==> src/rtl/calendar_pkg.sv <==
// Mode encodings for the calendar set controller, shared with the display mux.
package calendar_pkg;

   typedef enum logic [1:0] {
      MODE_RUN       = 2'b00,
      MODE_SET_DAY   = 2'b01,
      MODE_SET_MONTH = 2'b10,
      MODE_SET_YEAR  = 2'b11
   } mode_e;

   // The mode button walks RUN -> SET_DAY -> SET_MONTH -> SET_YEAR -> RUN.
   function automatic mode_e next_mode(input mode_e m);
      return mode_e'(m + 2'd1);
   endfunction

endpackage

==> src/rtl/blink_timer.sv <==
// Blink prescaler and idle timeout for the field being set; idle (all zero) while disabled.
module blink_timer #(
   parameter logic [23:0] BLINK_DIV    = 24'd12_500_000,
   parameter logic [7:0]  IDLE_TIMEOUT = 8'd16
) (
   input  logic clk,
   input  logic rst_n,
   input  logic clear,
   input  logic enable,
   output logic o_blink,
   output logic o_timeout
);

   localparam int PW = (BLINK_DIV > 24'd1) ? $clog2(BLINK_DIV) : 1;
   localparam logic [PW-1:0] PRE_LAST = PW'(BLINK_DIV - 24'd1);

   logic [PW-1:0] pre_q, pre_d;
   logic [7:0]    cnt_q, cnt_d;
   logic          blink_q, blink_d;
   logic          wrap;

   assign wrap      = enable && !clear && (pre_q == PRE_LAST);
   // The toggle that would be the IDLE_TIMEOUT-th one becomes the timeout instead.
   assign o_timeout = wrap && (cnt_q == IDLE_TIMEOUT - 8'd1);
   assign o_blink   = blink_q;

   always_comb begin
      pre_d   = pre_q + PW'(1);
      cnt_d   = cnt_q;
      blink_d = blink_q;
      if (clear || !enable || o_timeout) begin
         pre_d   = '0;
         cnt_d   = '0;
         blink_d = 1'b0;
      end else if (wrap) begin
         pre_d   = '0;
         cnt_d   = cnt_q + 8'd1;
         blink_d = ~blink_q;
      end
   end

   always_ff @(posedge clk or negedge rst_n) begin
      if (!rst_n) begin
         pre_q   <= '0;
         cnt_q   <= '0;
         blink_q <= 1'b0;
      end else begin
         pre_q   <= pre_d;
         cnt_q   <= cnt_d;
         blink_q <= blink_d;
      end
   end

endmodule

==> src/rtl/calendar_set_ctrl.sv <==
// Sequencer for the day/month/year counter chain: forwards carries in RUN,
// steps single fields in SET modes, buffers a midnight tick meanwhile.
module calendar_set_ctrl
   import calendar_pkg::*;
#(
   parameter logic [23:0] BLINK_DIV    = 24'd12_500_000,
   parameter logic [7:0]  IDLE_TIMEOUT = 8'd16
) (
   input  logic       clk,
   input  logic       rst_n,
   input  logic       i_day_tick,
   input  logic       i_day_carry,
   input  logic       i_month_carry,
   input  logic       i_btn_mode,
   input  logic       i_btn_inc,
   output logic       o_inc_day,
   output logic       o_inc_month,
   output logic       o_inc_year,
   output logic [1:0] o_mode,
   output logic       o_blink,
   output logic       o_tick_lost
);

   mode_e state_q, state_d;
   logic  pend_q, lost_q;
   logic  inc_day_q, inc_month_q, inc_year_q;
   logic  in_set, to_run, set_inc, timeout;

   blink_timer #(
      .BLINK_DIV   (BLINK_DIV),
      .IDLE_TIMEOUT(IDLE_TIMEOUT)
   ) u_blink (
      .clk      (clk),
      .rst_n    (rst_n),
      .clear    (i_btn_mode | i_btn_inc),
      .enable   (in_set),
      .o_blink  (o_blink),
      .o_timeout(timeout)
   );

   assign in_set  = (state_q != MODE_RUN);
   assign to_run  = in_set && (state_d == MODE_RUN);
   assign set_inc = in_set && i_btn_inc && !i_btn_mode;

   always_comb begin
      state_d = state_q;
      if (i_btn_mode)   state_d = next_mode(state_q);
      else if (timeout) state_d = MODE_RUN;
   end

   always_ff @(posedge clk or negedge rst_n) begin
      if (!rst_n) begin
         state_q     <= MODE_RUN;
         pend_q      <= 1'b0;
         lost_q      <= 1'b0;
         inc_day_q   <= 1'b0;
         inc_month_q <= 1'b0;
         inc_year_q  <= 1'b0;
      end else begin
         state_q     <= state_d;
         inc_day_q   <= 1'b0;
         inc_month_q <= 1'b0;
         inc_year_q  <= 1'b0;
         if (!in_set) begin
            // A buffered tick goes first; a coincident new tick is deferred one cycle.
            inc_day_q   <= i_day_tick | pend_q;
            pend_q      <= pend_q & i_day_tick;
            inc_month_q <= i_day_carry;
            inc_year_q  <= i_month_carry;
         end else if (to_run) begin
            inc_day_q <= pend_q;
            pend_q    <= i_day_tick;
         end else begin
            inc_day_q   <= set_inc && (state_q == MODE_SET_DAY);
            inc_month_q <= set_inc && (state_q == MODE_SET_MONTH);
            inc_year_q  <= set_inc && (state_q == MODE_SET_YEAR);
            if (i_day_tick) begin
               if (pend_q) lost_q <= 1'b1;
               pend_q <= 1'b1;
            end
         end
      end
   end

   assign o_mode      = state_q;
   assign o_inc_day   = inc_day_q;
   assign o_inc_month = inc_month_q;
   assign o_inc_year  = inc_year_q;
   assign o_tick_lost = lost_q;

endmodule

==> config.mk <==
export PLATFORM = sky130hd
export DESIGN_NAME = calendar_set_ctrl
export DESIGN_NICKNAME = d
export VERILOG_FILES = /design/src/rtl/calendar_pkg.sv /design/src/rtl/blink_timer.sv /design/src/rtl/calendar_set_ctrl.sv
export SDC_FILE = /design/constraint.sdc
export NUM_CORES = 1
export LEC_CHECK = 0
export BUFFER_PORTS_ARGS = -buffer_cell sky130_fd_sc_hd__buf_2
export CAP_MARGIN = 0
export CORE_ASPECT_RATIO = 1.2
export CORE_MARGIN = 5
export CORE_UTILIZATION = 35
export CTS_CLUSTER_SIZE = 10
export DETAILED_ROUTE_END_ITERATION = 8
export HOLD_SLACK_MARGIN = 0.06
export REMOVE_ABC_BUFFERS = 1
export SYNTH_ARGS = -nofsm -noshare
export SYNTH_HDL_FRONTEND = slang
export SYNTH_HIERARCHICAL = 1
export SYNTH_SLANG_ARGS = --single-unit
==> constraint.sdc <==
create_clock -name clk -period 3.2 [get_ports clk]
set_clock_uncertainty 0.2 [all_clocks]
set_input_delay 0 -clock clk [delete_from_list [all_inputs] [get_ports clk]]
set_output_delay 0 -clock clk [all_outputs]
set_load 0.005 [all_outputs]
# Word-level counts from Yosys, hierarchy flattened

Index checks and enable logic that the tools add are counted.
Widths: inputs -> output; s select.

Add/sub/neg operators: 3
$mul: 0
Div/mod/pow operators: 0
Magnitude comparators: 0
Eq/ne operators: 6
Shift-type cells: 0
Mux-type cells: 17
Bitwise gates (word level): 5
Reduce and logical (&&, ||, !) cells: 18

Operators by type and width:

| kind                  | number |
|---|---|
| $mux 24               | 2 |
| $add 24x1->24 const B | 1 |
| $eq 24x24->1 const B  | 1 |
| $mux 8                | 2 |
| $mux 1                | 11 |
| $logic_and 1x1->1     | 9 |
| $add 8x1->8 const B   | 1 |
| $eq 8x4->1 const B    | 1 |
| $eq 2x2->1 const B    | 2 |
| $mux 2                | 2 |
| $reduce_and 4->1      | 1 |
| $reduce_bool 2->1     | 2 |
| $logic_not 1->1       | 3 |
| $ne 3x2->1 const B    | 1 |
| $add 2x1->2 const B   | 1 |
| $eq 2x1->1 const B    | 1 |
| $logic_not 2->1       | 1 |
| $logic_or 1x1->1      | 2 |
| $not 1->1             | 2 |
| $or 1x1->1            | 2 |
| $and 1x1->1           | 1 |

Register bits: 40
Bits in latches: 0
Memory bits (writable): 0
Memory bits (read-only): 0
Input bits: 7
Output and inout port bits: 7
Memories: 0

# Depth between registers and ports, before layout

Gate-level depths: netlist (run 1).

Word-level depth: 11
Gate-level depth with buffers: 11
Mapped depth without buffers: 10

# Cells and area by module

The synthesis (run 1) kept the hierarchy.

By module, submodules not included:

| module            | instances | cells an instance | area an instance (um^2) | seq. area each (um^2) |
|---|---|---|---|---|
| blink_timer       | 1         | 180               | 1717.9                  | 825.8 |
| calendar_set_ctrl | 1         | 36                | 391.6                   | 175.2 |

# Least setup slack after synthesis (run 1)

OpenSTA, ideal clock, no wires.

Path type: register to register
Start point: register state_q[0], in the netlist o_mode[0]
End point: register inc_month_q, in the netlist o_inc_month
Setup time: 0.122 ns
Data arrival time: 2.189 ns
Data required time: 2.878 ns
Slack: 0.690 ns
Stages on the path, launching flop included: 12
Buffers on the path: 1
Cell sequence: dfrtp_1 inv_1 ha_1 inv_2 nor2b_1 and4_4 nand3_2 buf_2 nor2_1 o21bai_1 nor3_2 a32o_1

Longest elaborated chain between the ends: 10
Elaborated cells on any way between the ends: 15
Those cells by class: add/sub: 1; eq/ne: 1; mux: 4; reduce/logical: 9

Ends and longest elaborated chain:

| element                         | line                    | source |
|---|---|---|
| from (decl)                     | calendar_set_ctrl.sv:24 | `mode_e state_q, state_d;` |
| from (signal assigned)          | calendar_set_ctrl.sv:60 | `state_q <= state_d;` |
| $reduce_bool 2->1               | calendar_set_ctrl.sv:41 | `assign in_set = (state_q != MODE_RUN);` |
| named net in_set                | calendar_set_ctrl.sv:27 | `logic in_set, to_run, set_inc, timeout;` |
| $logic_and 1x1->1 (2 in series) | blink_timer.sv:22       | `assign wrap = enable && !clear && (pre_q == PRE_LAST);` |
| $logic_and 1x1->1               | blink_timer.sv:24       | `assign o_timeout = wrap && (cnt_q == IDLE_TIMEOUT - 8'd1);` |
| named net timeout               | calendar_set_ctrl.sv:27 |  |
| $mux 2                          | calendar_set_ctrl.sv:48 | `else if (timeout) state_d = MODE_RUN;` |
| $mux 2                          | calendar_set_ctrl.sv:47 | `if (i_btn_mode) state_d = next_mode(state_q);` |
| $logic_not 2->1                 | calendar_set_ctrl.sv:42 | `assign to_run = in_set && (state_d == MODE_RUN);` |
| $logic_and 1x1->1               | calendar_set_ctrl.sv:42 |  |
| $mux 1                          | calendar_set_ctrl.sv:70 | `end else if (to_run) begin` |
| $mux 1                          | calendar_set_ctrl.sv:64 | `if (!in_set) begin` |
| to (signal assigned)            | calendar_set_ctrl.sv:68 | `inc_month_q <= i_day_carry;` |
| to (signal assigned)            | calendar_set_ctrl.sv:75 | `inc_month_q <= set_inc && (state_q == MODE_SET_MONTH);` |
| to (decl)                       | calendar_set_ctrl.sv:26 | `logic inc_day_q, inc_month_q, inc_year_q;` |

The timed path passes the listed nets, and every way through them passes these cells.
A chain may end at the register's enable or synchronous reset.

# Worst setup path after layout (run 1)

Start point: register state_q[0], in the netlist o_mode[0]
End point: register inc_year_q, in the netlist o_inc_year

Longest elaborated chain between the ends: 10
Elaborated cells on any way between the ends: 15
Those cells by class: add/sub: 1; eq/ne: 1; mux: 4; reduce/logical: 9

Ends and longest elaborated chain:

| element                         | line                    | source |
|---|---|---|
| $reduce_bool 2->1               | calendar_set_ctrl.sv:41 |  |
| named net in_set                | calendar_set_ctrl.sv:27 |  |
| $logic_and 1x1->1 (2 in series) | blink_timer.sv:22       |  |
| $logic_and 1x1->1               | blink_timer.sv:24       |  |
| named net timeout               | calendar_set_ctrl.sv:27 |  |
| $mux 2                          | calendar_set_ctrl.sv:48 |  |
| $mux 2                          | calendar_set_ctrl.sv:47 |  |
| $logic_not 2->1                 | calendar_set_ctrl.sv:42 |  |
| $logic_and 1x1->1               | calendar_set_ctrl.sv:42 |  |
| $mux 1                          | calendar_set_ctrl.sv:70 |  |
| $mux 1                          | calendar_set_ctrl.sv:64 |  |
| to (signal assigned)            | calendar_set_ctrl.sv:69 | `inc_year_q <= i_month_carry;` |
| to (signal assigned)            | calendar_set_ctrl.sv:76 | `inc_year_q <= set_inc && (state_q == MODE_SET_YEAR);` |
| to (decl)                       | calendar_set_ctrl.sv:26 |  |

The timed path passes the listed nets, and every way through them passes these cells.

==> results.toml, run 1 <==
[global_routing]
grt_pass1_wl_mm = 7.23
overflow = 0
antenna_found_initial = 0
grt_usage_pct = 12.0
grt_pass1_vias = 1633
grt_max_degree = 41

[cts]
holdBufCountCts = 6
cts_made_buffers = 5
post_cts_buffers = 0
cts_buffer_depth = 2
cts_sinks = 40
cts_tree = "built"
cts.clk_slew.worst_paths_ns = 0.07
h-tree-depth = 2
cts_root_buf = "clkbuf_8"
clk_latency_ns = 0.29
cts_resized = 0

[timing]
rsz0062_at_grt = "false"
setup_viol = 0
max_slew_margin_pct = 39.7
fmax_mhz = 350
report.final.slew_viol_count = 0
hold_violations = 0
finalCritPeriodShare_pct = 89.2
setup_tns_ns = 0
tightest_slew_ns = 0.905
fin_crit_ns = 2.85

[worst_setup_path]
worstPathRequired_ns = 3.18
critical-path-top-delay-family = "simple AND/OR/NAND/NOR gates"
crit_buf_inv = 2
slowest_stage = "dfrtp_1"
end_kind = "flop"
crit_path_max_fanout = 13
path_class = "reg2reg"
startpoint_type = "flop"
cp.arrival_ns = 2.83
worstPathCellList = "inv_1 > ha_1 > inv_2 > nor2b_1 > and4_4 > nand3_2 > nor2_1 > o21bai_1 > nor3_2 > a32o_1"
crit_path_max_incr_delay_ns = 0.47

[place]
gp_congestion = 0.886
numPortBuffers = 13
hpwlAfterDp_mm = 2.76

[floorplanning]
fp.dieH_um = 95.0
start_util_pct = 35.5
io_pins = 14
std_cell_rows = 31
core_um2 = 5930
chipWidth_um = 80.9
dieArea_um2 = 7690

[pwr]
power.density_nw_per_um2 = 428
p_total_w = 0.00102
vdd_drop_max_mv = 0.248
p_leak_nw = 1.01

[route]
viasPerCell = 5.00
wl_per_cell_um = 12.8
drt_iter0_drc = 85
dr.pass1.iters = 4
antenna_left = 0
vias = 1599
routed_wl_mm = 4.09
drc = 0

[final_layout]
mostFrequentLayoutCells = "dfrtp_1 (40), nor2_1 (33), nand3_1 (17)"
multi_input_area_um2 = 1050
antenna-diode-count = 0
seq_area_um2 = 1000
drive_gt1_share_pct = 15.5
fin_util_pct = 40.3
finalNetCount = 251
fillers = 576
final_common_cell = "dfrtp_1"
syn_to_final_growth_pct = 13.3

[yosys]
synth_cell_types = 45
yosysSeqAreaShare_pct = 47.4
synth_edf_count = 0
synthFlopType = "dfrtp_1"
syn_avg_cell_area_um2 = 9.77
netlist_area_um2 = 2110
synthCells = 216
async_reset_ff_share_pct = 100
yosys_register_bits = 40
ys_warn_count = 6

[run]
maxCapViolations = 0

[hold_path]
hold_path_class = "in2async"

[status]
status = "finished, final reports clean"
## logic make-up after synthesis
kind of cell    share of synthesized area (%)
compound gates                           8.01
xor+xnor                                 9.13
fa+ha+maj                                3.56
buf+inv                                  2.91
flops                                    47.4
mux                                     0.475
simple gates                             28.5
## metal layers
layer / part of all wire (%) / global-route usage [%]
met4: 2.1 / 5.21
met3: 3.5 / 2.74
met5: 0 / 0
met2: 48 / 20.4
met1: 46 / 14.4
## cells in the mapped netlist (4+ instances only)
cell     instances  area (um2)
dfrtp_1         40        1000
nor2_1          33         124
nand3_1         17        85.1
nand2_1         16        60.1
xor2_1          14         123
and3_1           9        56.3
xnor2_1          8        70.1
a21oi_1          7        35.0
ha_1             6        75.1
inv_1            6        22.5
nand4_1          4        25.0
or3_1            4        25.0
## where the power goes
| part | switching, W | total [W] | internal [W] |
|---|---|---|---|
| registers | 0.0000206 | 0.000551 | 0.000530 |
| logic | 0.0000918 | 0.000160 | 0.0000678 |
| clock network | 0.000165 | 0.000313 | 0.000148 |
## state kept, by name, indices dropped and copies added (netlist names)
signal,cells
o_tick_lost,1
o_inc_year,1
o_mode,2
u_blink/cnt_q,8
pend_q,1
o_inc_day,1
u_blink/pre_q,24
u_blink/o_blink,1
o_inc_month,1
## final cells by class
cell class | count | share of cell area (%)
tap | 82 | 4.29
inverter | 8 | 1.26
sequential | 40 | 41.9
timing repair buffer | 20 | 5.55
clock buffer | 6 | 3.04
clock inverter | 1 | 0.209
multi-input combinational | 163 | 43.8
## path summary, 6_finish.rpt
| path | startpoint | end | slack [ns] | depth (start not counted) |
|---|---|---|---|---|
| setup / recovery | o_mode[0] | o_inc_year | 0.35 | 10 |
| hold / removal | rst_n | o_mode[1] | 0.18 | 2 |
| setup reg to reg | o_mode[0] | o_inc_year | 0.35 | 10 |
| hold reg to reg | o_tick_lost | o_tick_lost | 0.27 | 2 |
| max in group asynchronous | rst_n | u_blink/cnt_q[0] | 2.07 | 2 |
| min in group clk | i_month_carry | o_inc_year | 0.27 | 3 |
## metrics by stage
step           hold WS [ns]  area, um2  instances  worst slack, ns
6_report              0.176       2390        320            0.346
5_1_grt               0.277       2390        320            0.131
4_1_cts               0.205       2390        320            0.342
3_5_place_dp        -0.0147       2250        307            0.348
3_3_place_gp        -0.0147       2250        307            0.548
2_1_floorplan        -0.496       2080        211            0.738
## worst register-to-register path, stage by stage (launching register included)
cell and delay, ns:
dfrtp_1 0.47, inv_1 0.11, ha_1 0.28, inv_2 0.12, nor2b_1 0.27, and4_4 0.30
nand3_2 0.20, nor2_1 0.25, o21bai_1 0.19, nor3_2 0.09, a32o_1 0.26
Note: power is estimated with default switching activity, not from simulation.
==> run 2: changes to the inputs <==
--- a/config.mk
+++ b/config.mk
@@ -8,7 +8,7 @@
 export BUFFER_PORTS_ARGS = -buffer_cell sky130_fd_sc_hd__buf_2
 export CAP_MARGIN = 0
 export CORE_ASPECT_RATIO = 1.2
-export CORE_MARGIN = 5
+export CORE_MARGIN = 3
 export CORE_UTILIZATION = 35
 export CTS_CLUSTER_SIZE = 10
 export DETAILED_ROUTE_END_ITERATION = 8
==> constraint.sdc (replaced) <==
create_clock -name clk -period 3.2 [get_ports clk]
set_clock_uncertainty 0.2 [all_clocks]
set_input_delay 0.16 -clock clk [delete_from_list [all_inputs] [get_ports clk]]
set_output_delay 0.16 -clock clk [all_outputs]
set_load 0.005 [all_outputs]
==> results.toml, run 2 (same netlist as run 1, synthesis figures left out) <==
[pwr]
swShare_pct = 25.6
p_leak_nw = 1.03
clockPowerShare_pct = 36.3
p_sw_w = 0.000286
intPower_w = 0.000830
vdd_drop_max_mv = 0.255
power.density_nw_per_um2 = 461
seqPwrFrac_pct = 49.3
comb_power_share_pct = 14.4
p_total_w = 0.00112

[cts]
cts_made_buffers = 5
cts_tree = "built"
h-tree-depth = 2
cts_buffer_depth = 2
cts_sinks = 40
clk_latency_ns = 0.29
post_cts_buffers = 0
cts_root_buf = "clkbuf_8"
cts.clk_slew.worst_paths_ns = 0.08

[place]
numPortBuffers = 13
dp_cells = 305
hpwlAfterDp_mm = 2.71
gp_congestion = 0.841

[timing]
setup_viol = 0
finalCritPeriodShare_pct = 87.8
fmax_mhz = 356
fin_crit_ns = 2.81
setup_tns_ns = 0
worst_hold_slack_ns = 0.274
tightest_slew_ns = 0.881
max_slew_margin_pct = 41.3
rsz0062_at_grt = "false"
report.final.slew_viol_count = 0
hold_violations = 0

[route]
viasPerCell = 5.01
drc = 0
antenna_left = 0
wl_per_cell_um = 12.5
vias = 1599
dr.pass1.iters = 4
routed_wl_mm = 3.99
drt_iter0_drc = 111

[floorplanning]
start_util_pct = 36.7
io_pins = 14
core_um2 = 5740
dieArea_um2 = 7000
chipWidth_um = 76.9
std_cell_rows = 30
fp.dieH_um = 91.0

[hold_path]
hold_path_class = "reg2reg"

[worst_setup_path]
cp.arrival_ns = 2.79
worstPathRequired_ns = 3.18
end_kind = "flop"
crit_path_max_fanout = 13
path_class = "reg2reg"
startpoint_type = "flop"

[global_routing]
grt_max_degree = 41
grt_pass1_wl_mm = 7.49
antenna_found_initial = 0
grt_pass1_vias = 1604
overflow = 0
grt_usage_pct = 13.1

[status]
status = "finished, final reports clean"

[final_layout]
drive_gt1_share_pct = 15.9
top_register = "u_blink/pre_q"
antenna-diode-count = 0
largest_reg_flops = 24
fillers = 594
syn_to_final_growth_pct = 14.7
mostFrequentLayoutCells = "dfrtp_1 (40), nor2_1 (33), nand3_1 (17)"
finalNetCount = 251
final_common_cell = "dfrtp_1"
finalNonFillerCells = 319

[run]
maxCapViolations = 0
-- run 2: changes by cell type in the layout (fill, tap and decap cells not counted) --
cell       change
bufinv_16      +1
-- run 2: timing repair --
item / CTS / global route
hold endpoints to repair: 47 / 0
hold buffers: 6 / 0
resized for setup: 0 / 0
-- run 2: layer usage --
metal	GRT usage [%]	routed length, um	vias to the layer above
met1	17.2	1870	771
met5	0	0	-
li1	-	-	790
met4	5.44	86	0
met3	2.98	116	11
met2	20.6	1910	27
-- run 2: worst paths after layout --
path	startpoint	endpoint	slack, ns	depth (start not counted)
min in group asynchronous	rst_n	u_blink/cnt_q[4]	0.31	2
hold reg to reg	o_tick_lost	o_tick_lost	0.27	2
hold / removal	o_tick_lost	o_tick_lost	0.27	2
setup reg to reg	o_mode[0]	o_inc_year	0.39	10
max in group asynchronous	rst_n	u_blink/pre_q[14]	1.93	2
setup / recovery	o_mode[0]	o_inc_year	0.39	10
-- run 2: layout make-up --
class	count	area (um2)	share of cell area, %
Clock buffer	6	72.6	3.00
Clock inverter	2	35.0	1.45
Sequential cell	40	1000	41.4
Tap cell	80	100	4.14
Inverter	8	30.0	1.24
Timing Repair Buffer	20	133	5.48
Multi-Input combinational cell	163	1050	43.3
-- run 2: power by group through the flow --
| stage | Sequential, W | Clock (W) | Combinational (W) |
|---|---|---|---|
| 6_report | 0.000550 | 0.000405 | 0.000161 |
| 3_3_place_gp | 0.000559 | 0 | 0.000157 |
| 5_1_grt | 0.000555 | 0.000442 | 0.000184 |
| 3_5_place_dp | 0.000559 | 0 | 0.000157 |
| 2_1_floorplan | 0.000560 | 0 | 0.0000923 |
| 4_1_cts | 0.000550 | 0.000420 | 0.000165 |
-- run 2: worst max-delay path, cell delays in order, from the launching register on --
cell and delay, ns:
dfrtp_1 0.46, inv_1 0.11, ha_1 0.28, inv_2 0.12, nor2b_1 0.25, and4_4 0.29
nand3_2 0.20, nor2_1 0.24, o21bai_1 0.19, nor3_2 0.10, a32o_1 0.26
-- run 2: per-stage QoR --
stage / cell area [um2] / util (%) / setup slack, ns
after floorplan: 2080 / - / 0.738
after global placement: 2250 / 39.2 / 0.540
after detailed placement: 2250 / 39.2 / 0.393
after CTS: 2420 / 42.1 / 0.390
after global routing: 2420 / 42.1 / 0.125
final: 2420 / 42.1 / 0.392
==> run 3: changes to the inputs <==
==> constraint.sdc (replaced) <==
create_clock -name clk -period 3.1 [get_ports clk]
set_clock_uncertainty 0.2 [all_clocks]
set_input_delay 0.155 -clock clk [delete_from_list [all_inputs] [get_ports clk]]
set_output_delay 0.155 -clock clk [all_outputs]
set_load 0.005 [all_outputs]
==> results.toml, run 3 (same netlist as run 1, synthesis figures left out) <==
[status]
status = "finished, final reports clean"

[cts]
cts_resized = 0
cts_sinks = 40
cts_root_buf = "clkbuf_8"
cts_buffer_depth = 2
post_cts_buffers = 0
cts.clk_slew.worst_paths_ns = 0.07
h-tree-depth = 2
cts_made_buffers = 5
cts_tree = "built"
clk_latency_ns = 0.29

[final_layout]
seq_area_um2 = 1000
finalNetCount = 251
largest_reg_flops = 24
top_register = "u_blink/pre_q"
fillers = 567
syn_to_final_growth_pct = 15.7
antenna-diode-count = 0
fin_util_pct = 42.5
final_common_cell = "dfrtp_1"
mostFrequentLayoutCells = "dfrtp_1 (40), nor2_1 (33), nand3_1 (17)"
finalNonFillerCells = 318
multi_input_area_um2 = 1050
drive_gt1_share_pct = 16.0

[route]
drc = 0
drt_iter0_drc = 99
wl_per_cell_um = 12.6
routed_wl_mm = 4.00
dr.pass1.iters = 4
vias = 1589
antenna_left = 0
viasPerCell = 5.00

[global_routing]
overflow = 0
antenna_found_initial = 0
grt_usage_pct = 12.4
grt_pass1_vias = 1569
grt_max_degree = 41
grt_pass1_wl_mm = 7.13

[pwr]
intPower_w = 0.000934
seqPwrFrac_pct = 46.3
clockPowerShare_pct = 40.4
swShare_pct = 23.8
power.density_nw_per_um2 = 503
p_leak_nw = 1.04
p_sw_w = 0.000292
vdd_drop_max_mv = 0.372
comb_power_share_pct = 13.3

[floorplanning]
chipWidth_um = 76.9
core_um2 = 5740
fp.dieH_um = 91.0
io_pins = 14
std_cell_rows = 30
dieArea_um2 = 7000
start_util_pct = 36.7

[place]
gp_congestion = 0.841
hpwlAfterDp_mm = 2.70
dp_cells = 305
numPortBuffers = 13

[timing]
rsz0062_at_grt = "false"
fin_crit_ns = 2.81
max_slew_margin_pct = 41.3
finalCritPeriodShare_pct = 90.6
report.final.slew_viol_count = 0
setup_viol = 0
worst_hold_slack_ns = 0.277
setup_tns_ns = 0
fmax_mhz = 356
tightest_slew_ns = 0.881
hold_violations = 0

[worst_setup_path]
path_class = "reg2reg"
slowest_stage = "dfrtp_1"
end_kind = "flop"
reg2regPathDepth = 10
worstPathRequired_ns = 3.07
crit_path_max_fanout = 13
worstPathCellList = "inv_1 > ha_1 > inv_2 > nor2b_1 > and4_4 > nand3_2 > nor2_1 > o21bai_1 > nor3_2 > a32o_1"
cp.arrival_ns = 2.78
startpoint_type = "flop"
r2r_setup_slack_ns = 0.29
crit_path_max_incr_delay_ns = 0.46

[hold_path]
min_path_cells = 2
hold_path_class = "reg2reg"

[run]
maxCapViolations = 0
## run 3: cell types whose count changed in the layout (fill, tap and decap cells not counted), sizes merged
cell and change:
clkbuf -1, bufinv +1, clkinv -1
## run 3: stage by stage
stage / power (W) / cell area (um2) / worst slack (ns)
floorplan: 0.000673 / 2080 / 0.638
finish: 0.00123 / 2440 / 0.293
global placement: 0.000738 / 2250 / 0.452
detailed placement: 0.000737 / 2250 / 0.294
CTS: 0.00125 / 2440 / 0.286
global route: 0.00129 / 2440 / 0.0406
## run 3: area by class of cell
class | instances | share of cell area, %
Inverter | 8 | 1.23
Timing Repair Buffer | 20 | 5.44
Clock inverter | 2 | 2.46
Sequential cell | 40 | 41.0
Tap cell | 80 | 4.10
Multi-Input combinational cell | 163 | 42.9
Clock buffer | 5 | 2.82
## run 3: power groups by stage
stage | Sequential, W | Combinational (W) | Clock (W)
after floorplan | 0.000578 | 0.0000953 | 0
after global placement | 0.000577 | 0.000161 | 0
after detailed placement | 0.000577 | 0.000160 | 0
after CTS | 0.000568 | 0.000166 | 0.000513
after global routing | 0.000572 | 0.000183 | 0.000530
final | 0.000568 | 0.000163 | 0.000495
## run 3: worst max-delay path, delay by kind of cell (launching register included)
family                   cells  cell delay, ns
adder cells (fa/ha/maj)      1            0.28
AND/OR/NAND/NOR              5            1.12
AO/OA/AOI/OAI                2            0.44
buffers and inverters        2            0.22
flip-flops                   1            0.46
## run 3: path summary, 6_finish.rpt
kind                                    end   startpoint
min                             o_tick_lost  o_tick_lost
min in group asynchronous  u_blink/cnt_q[3]        rst_n
max in group asynchronous         o_inc_day        rst_n
min reg2reg                     o_tick_lost  o_tick_lost
max reg2reg                      o_inc_year    o_mode[0]
max                              o_inc_year    o_mode[0]
## run 3: what timing repair did
| action | CTS | global route |
|---|---|---|
| endpoints found under the hold margin | 47 | 0 |
| endpoints found under the setup margin | 0 | 0 |
| hold buffers | 6 | 0 |
## run 3: per-layer routing
layer	GRT usage [%]	vias to the layer above	part of all wire, %
met5	0	-	0
met4	4.83	0	1.1
met3	2.38	4	4.2
met2	20.4	36	49
met1	16.0	762	46
li1	-	787	-
